`src/rtl/ex_pipeline_hazard_unit_if.sv`:
```
// Signal bundle between decode/ALU and the ID/EX + EX/MEM pipeline-control block.
// The hazard unit is the slave side; decode, regfile and ALU form the master side.
interface ex_pipeline_hazard_unit_if #(
    parameter int DWIDTH = 32
);
    logic [DWIDTH-1:0] id_pc;
    logic [25:0]       id_jump_addr;
    logic [3:0]        id_op;
    logic [DWIDTH-1:0] id_imm;
    logic [DWIDTH-1:0] id_rs1;
    logic [DWIDTH-1:0] id_rs2;
    logic [4:0]        id_rs1_id;
    logic [4:0]        id_rs2_id;
    logic [4:0]        id_rdst_id;
    logic              id_we_reg;
    logic              id_we_dmem;
    logic              id_ssel;
    logic [1:0]        id_wbsel;
    logic [2:0]        id_jump_type;
    logic [DWIDTH-1:0] ex_alu_out;
    logic              ex_zero;

    logic [DWIDTH-1:0] ex_pc;
    logic [DWIDTH-1:0] ex_imm;
    logic [DWIDTH-1:0] ex_rs1;
    logic [DWIDTH-1:0] ex_rs2;
    logic [25:0]       ex_jump_addr;
    logic [3:0]        ex_op;
    logic [4:0]        ex_rdst_id;
    logic              ex_we_reg;
    logic              ex_we_dmem;
    logic              ex_ssel;
    logic [1:0]        ex_wbsel;
    logic [2:0]        ex_jump_type;

    logic [DWIDTH-1:0] mem_pc;
    logic [DWIDTH-1:0] mem_rd;
    logic [DWIDTH-1:0] mem_rs2;
    logic [4:0]        mem_rdst_id;
    logic              mem_we_reg;
    logic              mem_we_dmem;
    logic [1:0]        mem_wbsel;

    logic              pc_write;
    logic              ifid_write;
    logic              ifid_flush;
    logic              redirect;
    logic [DWIDTH-1:0] redirect_pc;

    modport slave (
        input  id_pc, id_jump_addr, id_op, id_imm, id_rs1, id_rs2,
               id_rs1_id, id_rs2_id, id_rdst_id, id_we_reg, id_we_dmem,
               id_ssel, id_wbsel, id_jump_type, ex_alu_out, ex_zero,
        output ex_pc, ex_imm, ex_rs1, ex_rs2, ex_jump_addr, ex_op,
               ex_rdst_id, ex_we_reg, ex_we_dmem, ex_ssel, ex_wbsel,
               ex_jump_type, mem_pc, mem_rd, mem_rs2, mem_rdst_id,
               mem_we_reg, mem_we_dmem, mem_wbsel, pc_write, ifid_write,
               ifid_flush, redirect, redirect_pc
    );

    modport master (
        output id_pc, id_jump_addr, id_op, id_imm, id_rs1, id_rs2,
               id_rs1_id, id_rs2_id, id_rdst_id, id_we_reg, id_we_dmem,
               id_ssel, id_wbsel, id_jump_type, ex_alu_out, ex_zero,
        input  ex_pc, ex_imm, ex_rs1, ex_rs2, ex_jump_addr, ex_op,
               ex_rdst_id, ex_we_reg, ex_we_dmem, ex_ssel, ex_wbsel,
               ex_jump_type, mem_pc, mem_rd, mem_rs2, mem_rdst_id,
               mem_we_reg, mem_we_dmem, mem_wbsel, pc_write, ifid_write,
               ifid_flush, redirect, redirect_pc
    );
endinterface

```
`src/rtl/ex_pipeline_hazard_unit.sv`:
```
// ID/EX and EX/MEM pipeline registers plus RAW stall detection and EX-stage
// control-transfer redirect for a 5-stage core without forwarding.
module ex_pipeline_hazard_unit #(
    parameter int DWIDTH = 32
) (
    input  logic                     clk,
    input  logic                     rst,
    ex_pipeline_hazard_unit_if.slave bus
);

    typedef enum logic [2:0] {
        JT_NOP = 3'd0,
        JT_BEQ = 3'd1,
        JT_JAL = 3'd2,
        JT_JR  = 3'd3,
        JT_J   = 3'd4
    } jump_type_e;

    typedef struct packed {
        logic [DWIDTH-1:0] pc;
        logic [25:0]       jump_addr;
        logic [3:0]        op;
        logic [DWIDTH-1:0] imm;
        logic [DWIDTH-1:0] rs1;
        logic [DWIDTH-1:0] rs2;
        logic [4:0]        rdst_id;
        logic              we_reg;
        logic              we_dmem;
        logic              ssel;
        logic [1:0]        wbsel;
        logic [2:0]        jump_type;
    } idex_t;

    typedef struct packed {
        logic [DWIDTH-1:0] pc;
        logic [DWIDTH-1:0] rd;
        logic [DWIDTH-1:0] rs2;
        logic [4:0]        rdst_id;
        logic              we_reg;
        logic              we_dmem;
        logic [1:0]        wbsel;
    } exmem_t;

    idex_t  idex_q,  idex_d;
    exmem_t exmem_q, exmem_d;

    logic              redirect;
    logic              stall;
    logic [DWIDTH-1:0] pc_plus4;
    logic [DWIDTH-1:0] redirect_pc;
    logic              hit_rs1;
    logic              hit_rs2;

    assign pc_plus4 = idex_q.pc + {{(DWIDTH-3){1'b0}}, 3'd4};

    always_comb begin
        redirect    = 1'b0;
        redirect_pc = pc_plus4;
        case (idex_q.jump_type)
            JT_BEQ: begin
                if (bus.ex_zero) begin
                    redirect    = 1'b1;
                    redirect_pc = pc_plus4 + (idex_q.imm << 2);
                end
            end
            JT_JR: begin
                redirect    = 1'b1;
                redirect_pc = idex_q.rs1;
            end
            JT_JAL, JT_J: begin
                redirect    = 1'b1;
                redirect_pc = {idex_q.pc[DWIDTH-1:28], idex_q.jump_addr, 2'b00};
            end
            default: ;
        endcase
    end

    // Writeback-stage producers are not checked: the regfile writes before it reads.
    assign hit_rs1 = (bus.id_rs1_id != 5'd0) &&
                     ((idex_q.we_reg  && (idex_q.rdst_id  == bus.id_rs1_id)) ||
                      (exmem_q.we_reg && (exmem_q.rdst_id == bus.id_rs1_id)));
    assign hit_rs2 = (bus.id_rs2_id != 5'd0) &&
                     ((idex_q.we_reg  && (idex_q.rdst_id  == bus.id_rs2_id)) ||
                      (exmem_q.we_reg && (exmem_q.rdst_id == bus.id_rs2_id)));
    assign stall   = hit_rs1 || hit_rs2;

    always_comb begin
        idex_d = '0;
        if (!redirect && !stall) begin
            idex_d.pc        = bus.id_pc;
            idex_d.jump_addr = bus.id_jump_addr;
            idex_d.op        = bus.id_op;
            idex_d.imm       = bus.id_imm;
            idex_d.rs1       = bus.id_rs1;
            idex_d.rs2       = bus.id_rs2;
            idex_d.rdst_id   = bus.id_rdst_id;
            idex_d.we_reg    = bus.id_we_reg;
            idex_d.we_dmem   = bus.id_we_dmem;
            idex_d.ssel      = bus.id_ssel;
            idex_d.wbsel     = bus.id_wbsel;
            idex_d.jump_type = bus.id_jump_type;
        end
    end

    // The instruction in EX always advances, so a redirecting JAL still writes back.
    always_comb begin
        exmem_d         = '0;
        exmem_d.pc      = idex_q.pc;
        exmem_d.rd      = bus.ex_alu_out;
        exmem_d.rs2     = idex_q.rs2;
        exmem_d.rdst_id = idex_q.rdst_id;
        exmem_d.we_reg  = idex_q.we_reg;
        exmem_d.we_dmem = idex_q.we_dmem;
        exmem_d.wbsel   = idex_q.wbsel;
    end

    always_ff @(posedge clk or negedge rst) begin
        if (!rst) begin
            idex_q  <= '0;
            exmem_q <= '0;
        end else begin
            idex_q  <= idex_d;
            exmem_q <= exmem_d;
        end
    end

    assign bus.ex_pc        = idex_q.pc;
    assign bus.ex_imm       = idex_q.imm;
    assign bus.ex_rs1       = idex_q.rs1;
    assign bus.ex_rs2       = idex_q.rs2;
    assign bus.ex_jump_addr = idex_q.jump_addr;
    assign bus.ex_op        = idex_q.op;
    assign bus.ex_rdst_id   = idex_q.rdst_id;
    assign bus.ex_we_reg    = idex_q.we_reg;
    assign bus.ex_we_dmem   = idex_q.we_dmem;
    assign bus.ex_ssel      = idex_q.ssel;
    assign bus.ex_wbsel     = idex_q.wbsel;
    assign bus.ex_jump_type = idex_q.jump_type;

    assign bus.mem_pc       = exmem_q.pc;
    assign bus.mem_rd       = exmem_q.rd;
    assign bus.mem_rs2      = exmem_q.rs2;
    assign bus.mem_rdst_id  = exmem_q.rdst_id;
    assign bus.mem_we_reg   = exmem_q.we_reg;
    assign bus.mem_we_dmem  = exmem_q.we_dmem;
    assign bus.mem_wbsel    = exmem_q.wbsel;

    assign bus.redirect     = redirect;
    assign bus.redirect_pc  = redirect_pc;
    assign bus.pc_write     = redirect || !stall;
    assign bus.ifid_write   = redirect || !stall;
    assign bus.ifid_flush   = redirect;

endmodule

```
`src/flat_wrapper.sv`:
```
// flat-port wrapper written by rule: the top's interface ports become plain ports
module ex_pipeline_hazard_unit_flat 
#(
    parameter int DWIDTH = 32
)
  (clk, rst, bus_id_pc, bus_id_jump_addr, bus_id_op, bus_id_imm, bus_id_rs1, bus_id_rs2, bus_id_rs1_id, bus_id_rs2_id, bus_id_rdst_id, bus_id_we_reg, bus_id_we_dmem, bus_id_ssel, bus_id_wbsel, bus_id_jump_type, bus_ex_alu_out, bus_ex_zero, bus_ex_pc, bus_ex_imm, bus_ex_rs1, bus_ex_rs2, bus_ex_jump_addr, bus_ex_op, bus_ex_rdst_id, bus_ex_we_reg, bus_ex_we_dmem, bus_ex_ssel, bus_ex_wbsel, bus_ex_jump_type, bus_mem_pc, bus_mem_rd, bus_mem_rs2, bus_mem_rdst_id, bus_mem_we_reg, bus_mem_we_dmem, bus_mem_wbsel, bus_pc_write, bus_ifid_write, bus_ifid_flush, bus_redirect, bus_redirect_pc);
  ex_pipeline_hazard_unit_if #(.DWIDTH(DWIDTH)) bus_i ();
  input  logic clk;
  input  logic rst;
  input wire logic [$bits(bus_i.id_pc)-1:0] bus_id_pc;
  input wire logic [$bits(bus_i.id_jump_addr)-1:0] bus_id_jump_addr;
  input wire logic [$bits(bus_i.id_op)-1:0] bus_id_op;
  input wire logic [$bits(bus_i.id_imm)-1:0] bus_id_imm;
  input wire logic [$bits(bus_i.id_rs1)-1:0] bus_id_rs1;
  input wire logic [$bits(bus_i.id_rs2)-1:0] bus_id_rs2;
  input wire logic [$bits(bus_i.id_rs1_id)-1:0] bus_id_rs1_id;
  input wire logic [$bits(bus_i.id_rs2_id)-1:0] bus_id_rs2_id;
  input wire logic [$bits(bus_i.id_rdst_id)-1:0] bus_id_rdst_id;
  input wire logic [$bits(bus_i.id_we_reg)-1:0] bus_id_we_reg;
  input wire logic [$bits(bus_i.id_we_dmem)-1:0] bus_id_we_dmem;
  input wire logic [$bits(bus_i.id_ssel)-1:0] bus_id_ssel;
  input wire logic [$bits(bus_i.id_wbsel)-1:0] bus_id_wbsel;
  input wire logic [$bits(bus_i.id_jump_type)-1:0] bus_id_jump_type;
  input wire logic [$bits(bus_i.ex_alu_out)-1:0] bus_ex_alu_out;
  input wire logic [$bits(bus_i.ex_zero)-1:0] bus_ex_zero;
  output wire logic [$bits(bus_i.ex_pc)-1:0] bus_ex_pc;
  output wire logic [$bits(bus_i.ex_imm)-1:0] bus_ex_imm;
  output wire logic [$bits(bus_i.ex_rs1)-1:0] bus_ex_rs1;
  output wire logic [$bits(bus_i.ex_rs2)-1:0] bus_ex_rs2;
  output wire logic [$bits(bus_i.ex_jump_addr)-1:0] bus_ex_jump_addr;
  output wire logic [$bits(bus_i.ex_op)-1:0] bus_ex_op;
  output wire logic [$bits(bus_i.ex_rdst_id)-1:0] bus_ex_rdst_id;
  output wire logic [$bits(bus_i.ex_we_reg)-1:0] bus_ex_we_reg;
  output wire logic [$bits(bus_i.ex_we_dmem)-1:0] bus_ex_we_dmem;
  output wire logic [$bits(bus_i.ex_ssel)-1:0] bus_ex_ssel;
  output wire logic [$bits(bus_i.ex_wbsel)-1:0] bus_ex_wbsel;
  output wire logic [$bits(bus_i.ex_jump_type)-1:0] bus_ex_jump_type;
  output wire logic [$bits(bus_i.mem_pc)-1:0] bus_mem_pc;
  output wire logic [$bits(bus_i.mem_rd)-1:0] bus_mem_rd;
  output wire logic [$bits(bus_i.mem_rs2)-1:0] bus_mem_rs2;
  output wire logic [$bits(bus_i.mem_rdst_id)-1:0] bus_mem_rdst_id;
  output wire logic [$bits(bus_i.mem_we_reg)-1:0] bus_mem_we_reg;
  output wire logic [$bits(bus_i.mem_we_dmem)-1:0] bus_mem_we_dmem;
  output wire logic [$bits(bus_i.mem_wbsel)-1:0] bus_mem_wbsel;
  output wire logic [$bits(bus_i.pc_write)-1:0] bus_pc_write;
  output wire logic [$bits(bus_i.ifid_write)-1:0] bus_ifid_write;
  output wire logic [$bits(bus_i.ifid_flush)-1:0] bus_ifid_flush;
  output wire logic [$bits(bus_i.redirect)-1:0] bus_redirect;
  output wire logic [$bits(bus_i.redirect_pc)-1:0] bus_redirect_pc;
  assign bus_i.id_pc = bus_id_pc;
  assign bus_i.id_jump_addr = bus_id_jump_addr;
  assign bus_i.id_op = bus_id_op;
  assign bus_i.id_imm = bus_id_imm;
  assign bus_i.id_rs1 = bus_id_rs1;
  assign bus_i.id_rs2 = bus_id_rs2;
  assign bus_i.id_rs1_id = bus_id_rs1_id;
  assign bus_i.id_rs2_id = bus_id_rs2_id;
  assign bus_i.id_rdst_id = bus_id_rdst_id;
  assign bus_i.id_we_reg = bus_id_we_reg;
  assign bus_i.id_we_dmem = bus_id_we_dmem;
  assign bus_i.id_ssel = bus_id_ssel;
  assign bus_i.id_wbsel = bus_id_wbsel;
  assign bus_i.id_jump_type = bus_id_jump_type;
  assign bus_i.ex_alu_out = bus_ex_alu_out;
  assign bus_i.ex_zero = bus_ex_zero;
  assign bus_ex_pc = bus_i.ex_pc;
  assign bus_ex_imm = bus_i.ex_imm;
  assign bus_ex_rs1 = bus_i.ex_rs1;
  assign bus_ex_rs2 = bus_i.ex_rs2;
  assign bus_ex_jump_addr = bus_i.ex_jump_addr;
  assign bus_ex_op = bus_i.ex_op;
  assign bus_ex_rdst_id = bus_i.ex_rdst_id;
  assign bus_ex_we_reg = bus_i.ex_we_reg;
  assign bus_ex_we_dmem = bus_i.ex_we_dmem;
  assign bus_ex_ssel = bus_i.ex_ssel;
  assign bus_ex_wbsel = bus_i.ex_wbsel;
  assign bus_ex_jump_type = bus_i.ex_jump_type;
  assign bus_mem_pc = bus_i.mem_pc;
  assign bus_mem_rd = bus_i.mem_rd;
  assign bus_mem_rs2 = bus_i.mem_rs2;
  assign bus_mem_rdst_id = bus_i.mem_rdst_id;
  assign bus_mem_we_reg = bus_i.mem_we_reg;
  assign bus_mem_we_dmem = bus_i.mem_we_dmem;
  assign bus_mem_wbsel = bus_i.mem_wbsel;
  assign bus_pc_write = bus_i.pc_write;
  assign bus_ifid_write = bus_i.ifid_write;
  assign bus_ifid_flush = bus_i.ifid_flush;
  assign bus_redirect = bus_i.redirect;
  assign bus_redirect_pc = bus_i.redirect_pc;
  ex_pipeline_hazard_unit #(.DWIDTH(DWIDTH)) u_core (.clk(clk), .rst(rst), .bus(bus_i));
endmodule
```
`config.mk`:
```
export PLATFORM = sky130hd
export DESIGN_NAME = ex_pipeline_hazard_unit_flat
export DESIGN_NICKNAME = d
export VERILOG_FILES = /design/src/rtl/ex_pipeline_hazard_unit_if.sv /design/src/rtl/ex_pipeline_hazard_unit.sv /design/src/flat_wrapper.sv
export SDC_FILE = /design/constraint.sdc
export NUM_CORES = 1
export LEC_CHECK = 0
export CORE_AREA = 2 2 207 209
export DETAILED_ROUTE_END_ITERATION = 6
export DIE_AREA = 0 0 209 211
export GPL_TIMING_DRIVEN = 0
export SLEW_MARGIN = 20
export SYNTH_ARGS = -nofsm -noshare
export SYNTH_HDL_FRONTEND = slang
export SYNTH_SLANG_ARGS = --single-unit
```
`constraint.sdc`:
```
create_clock -name clk -period 3.8 [get_ports clk]
set_clock_uncertainty 0.1 [all_clocks]
set_input_delay 0.38 -clock clk [delete_from_list [all_inputs] [get_ports clk]]
set_output_delay 0.38 -clock clk [all_outputs]
set_load 0.02 [all_outputs]
```
==> metrics.txt <==
DRT iter0 DRCs 578; yosys warns 0; met3 wire len roughly 4000 µm; worst reg2reg path startpoint u_core.bus.ex_jump_type[2]; Netlist cell types between 60 and 70; H-Tree Depth 1; clk sink count about 280; clock-pin slew of the registers on the worst-case setup and hold paths ~0.060 ns; Mapped Area 11720 µm²; register area share after synthesis 0.5891; Tcrit/Tclk final 1.280; Root Buffer clkbuf_16; Rows 75; Leak roughly 9 nW; FF+latch count, synth about 280; RSZ-0062 raised after global routing true; TritonCTS clock tree yes; Initial Utilization 0.2807; wirelength, routed 48960 µm; met1 wire length approximately 19000 µm; Peak Freq 205.6 MHz; Critical Path AT about 4.4 ns; Vert. Die Dim about 210 µm; Final Max Tran Viols 0; FFs w/ async S/R, synth 1.000; commonest cells after routing, fill and taps aside 497 x clkdlybuf4s50_1, 264 x dfrtp_1, 172 x and2_1; layout cell share with drive strength beyond 1 0.2182; Critical R2R Capture u_core.bus.ex_jump_addr[6]; first-pass GRT wire length 70880 µm; Crit Path Max Fanout 5; min Tclk post-route about 4.9 ns; I/O pin count 528; final design utilization 0.4969; final hold violations 0; post-DP HPWL about 37000 µm; max_cap viols 0; initial antenna violation count 7; wire per inst roughly 22 µm; Slew @ Worst Pin 0.6385 ns; Die X between 200 and 250 µm; Final setup viols 19; Vias/cell 4.681; Num CTS Buffers 30; vias in the first global route between 10000 and 15000; Crit. End Element primary output; Area growth syn-to-layout 76.98%; DIE AREA approximately 44000 µm²; DRC 0; Worst setup SP type flop; Setup WS post-layout -1.063 ns; largest net degree at the start of global routing 97; GR Overflow Total 0; synthesized instance count between 1000 and 1500; Top FF cell, synth dfrtp_1; Max VDD drop ~0.5 mV; Clock Latency Late Sink between 0.5 and 0.6 ns; antenna viol nets, final 0; violated checks setup timing; placer's final routability congestion estimate roughly 0.9; Avg Cell Area, Syn about 11 µm²; Top Metal Used met5; Hold Crit Class input pin to async pin; Via Count roughly 11000; Nets 1942; post-placement cell area roughly 18000 µm²; GRT Total Usage 0.2147; Required @ worst endpoint 3.32 ns; WL met2 ~24000 µm; Syn Nets around 1300; DR pass1 iterations 7; CTS max path bufs 3; critical path class flop to primary output; max_slew headroom 0.5743; r2r setup slk around 0.55 ns; core footprint 41760 µm²; R2R depth 10; Post-synth EDFFs 0; status complete, but fails checks; most common cell after layout, fill and taps aside clkdlybuf4s50_1; I/O Buffers ~530; pwr/cell area between 1000 and 1500 nW/µm²; Finished Cell Area 20750 µm²
[how the worst max path moves through the flow]
stage	startpoint	to	slack (ns)	depth (start not counted)
after global placement	rst	u_core.bus.ex_pc[5]	-10.65	1
after global routing	u_core.bus.ex_pc[5]	bus_redirect_pc[28]	-1.19	15
final	u_core.bus.ex_pc[5]	bus_redirect_pc[31]	-1.06	15
after floorplan	u_core.bus.ex_pc[5]	bus_redirect_pc[31]	-0.16	14
after CTS	u_core.bus.ex_pc[2]	bus_redirect_pc[31]	-1.11	16
after detailed placement	u_core.bus.ex_pc[5]	bus_redirect_pc[31]	-1.39	15
[area by class of cell]
class	instances	area, µm²
inverter	17	63.81
sequential	276	6922
timing repair buffer	643	6257
multi-input combinational	682	5573
antenna	4	10.01
buffer	41	183.9
fill	3717	21010
tap	539	674.4
clock inverter	16	230.2
clock buffer	39	834.6
[critical path: stages, from the launching register on]
cell       delay [ns]
dfrtp_2          0.41
nand4_4          0.15
or4_4            0.56
or2_4            0.32
nor2_4           0.16
xor2_4           0.10
ha_4             0.32
nand2_2          0.10
o21ai_1          0.27
nor2_2           0.08
a41oi_4          0.27
a2111oi_4        0.13
or3_4            0.36
a211o_1          0.30
o211a_1          0.14
buf_6            0.13
[what timing repair did]
action	in CTS	in global routing
pin swaps	77	73
resized for setup	291	68
hold endpoints to repair	195	0
cloned	0	0
hold buffers	1	0
endpoints found under the setup margin	98	29
setup buffers	79	38
[where the power goes]
part	internal (mW)	total [mW]	switching, mW
logic	6.13	13.3	7.19
registers	4.10	5.11	1.01
clock network	1.89	3.12	1.23
[routing by layer]
layer | track usage | up-vias
li1 | - | 4854
met1 | 0.2613 | 5144
met2 | 0.3695 | 479
met3 | 0.06274 | 83
met4 | 0.06207 | 4
met5 | 0 | -
[Yosys cell counts, types with 3 or more instances]
master / instances / area (µm²)
o22a_1: 13 / 113.9
o21ai_1: 5 / 25.02
o21ai_0: 35 / 175.2
o211ai_1: 5 / 37.54
xnor2_1: 31 / 271.5
nand4_1: 12 / 75.07
xnor2_2: 3 / 48.80
o21a_1: 10 / 75.07
clkbuf_1: 23 / 86.33
buf_2: 13 / 65.06
a211oi_1: 4 / 30.03
o22ai_1: 10 / 62.56
nor2b_1: 5 / 31.28
nand2b_1: 4 / 25.02
buf_1: 7 / 26.28
nand3_1: 11 / 55.05
nor4_1: 4 / 25.02
nor2_1: 79 / 296.5
inv_2: 3 / 11.26
a222oi_1: 13 / 130.1
o21bai_1: 4 / 30.03
and4_1: 4 / 35.03
xor2_1: 37 / 324.1
a21o_1: 13 / 97.59
a2bb2oi_1: 6 / 52.55
and3_1: 7 / 43.79
nor3_1: 4 / 20.02
ha_1: 34 / 425.4
dfrtp_1: 276 / 6907
nand2_1: 48 / 180.2
inv_1: 14 / 52.55
a31oi_1: 6 / 37.54
and2_1: 174 / 1089
a21oi_1: 59 / 295.3
[cells by family (layout without fill, tap and decap cells)]
family | Yosys count | after routing | synth area share
simple gates | 369 | 369 | 0.1743
flops | 276 | 276 | 0.5891
compound gates | 205 | 205 | 0.1195
xor+xnor | 72 | 72 | 0.05635
buf+inv | 62 | 756 | 0.02188
fa+ha+maj | 35 | 35 | 0.03799
mux | 1 | 1 | 0.0008538
other cells | 0 | 4 | 0
[per-stage QoR]
step	hold WS [ns]	setup slack, ns	setup TNS (ns)	total power, mW	std cells
finish	0.09915	-1.063	-13.88	21.54	2257
global route	0.06861	-1.191	-16.87	22.72	2256
CTS	0.06974	-1.112	-14.74	20.96	2222
detailed placement	0.08541	-1.385	-19.29	16.45	2089
global placement	0.2582	-10.65	-2673.48	16.39	2086
floorplan	-0.01559	-0.1555	-0.2017	10.86	1020
Note: power is estimated with default switching activity, not from simulation.
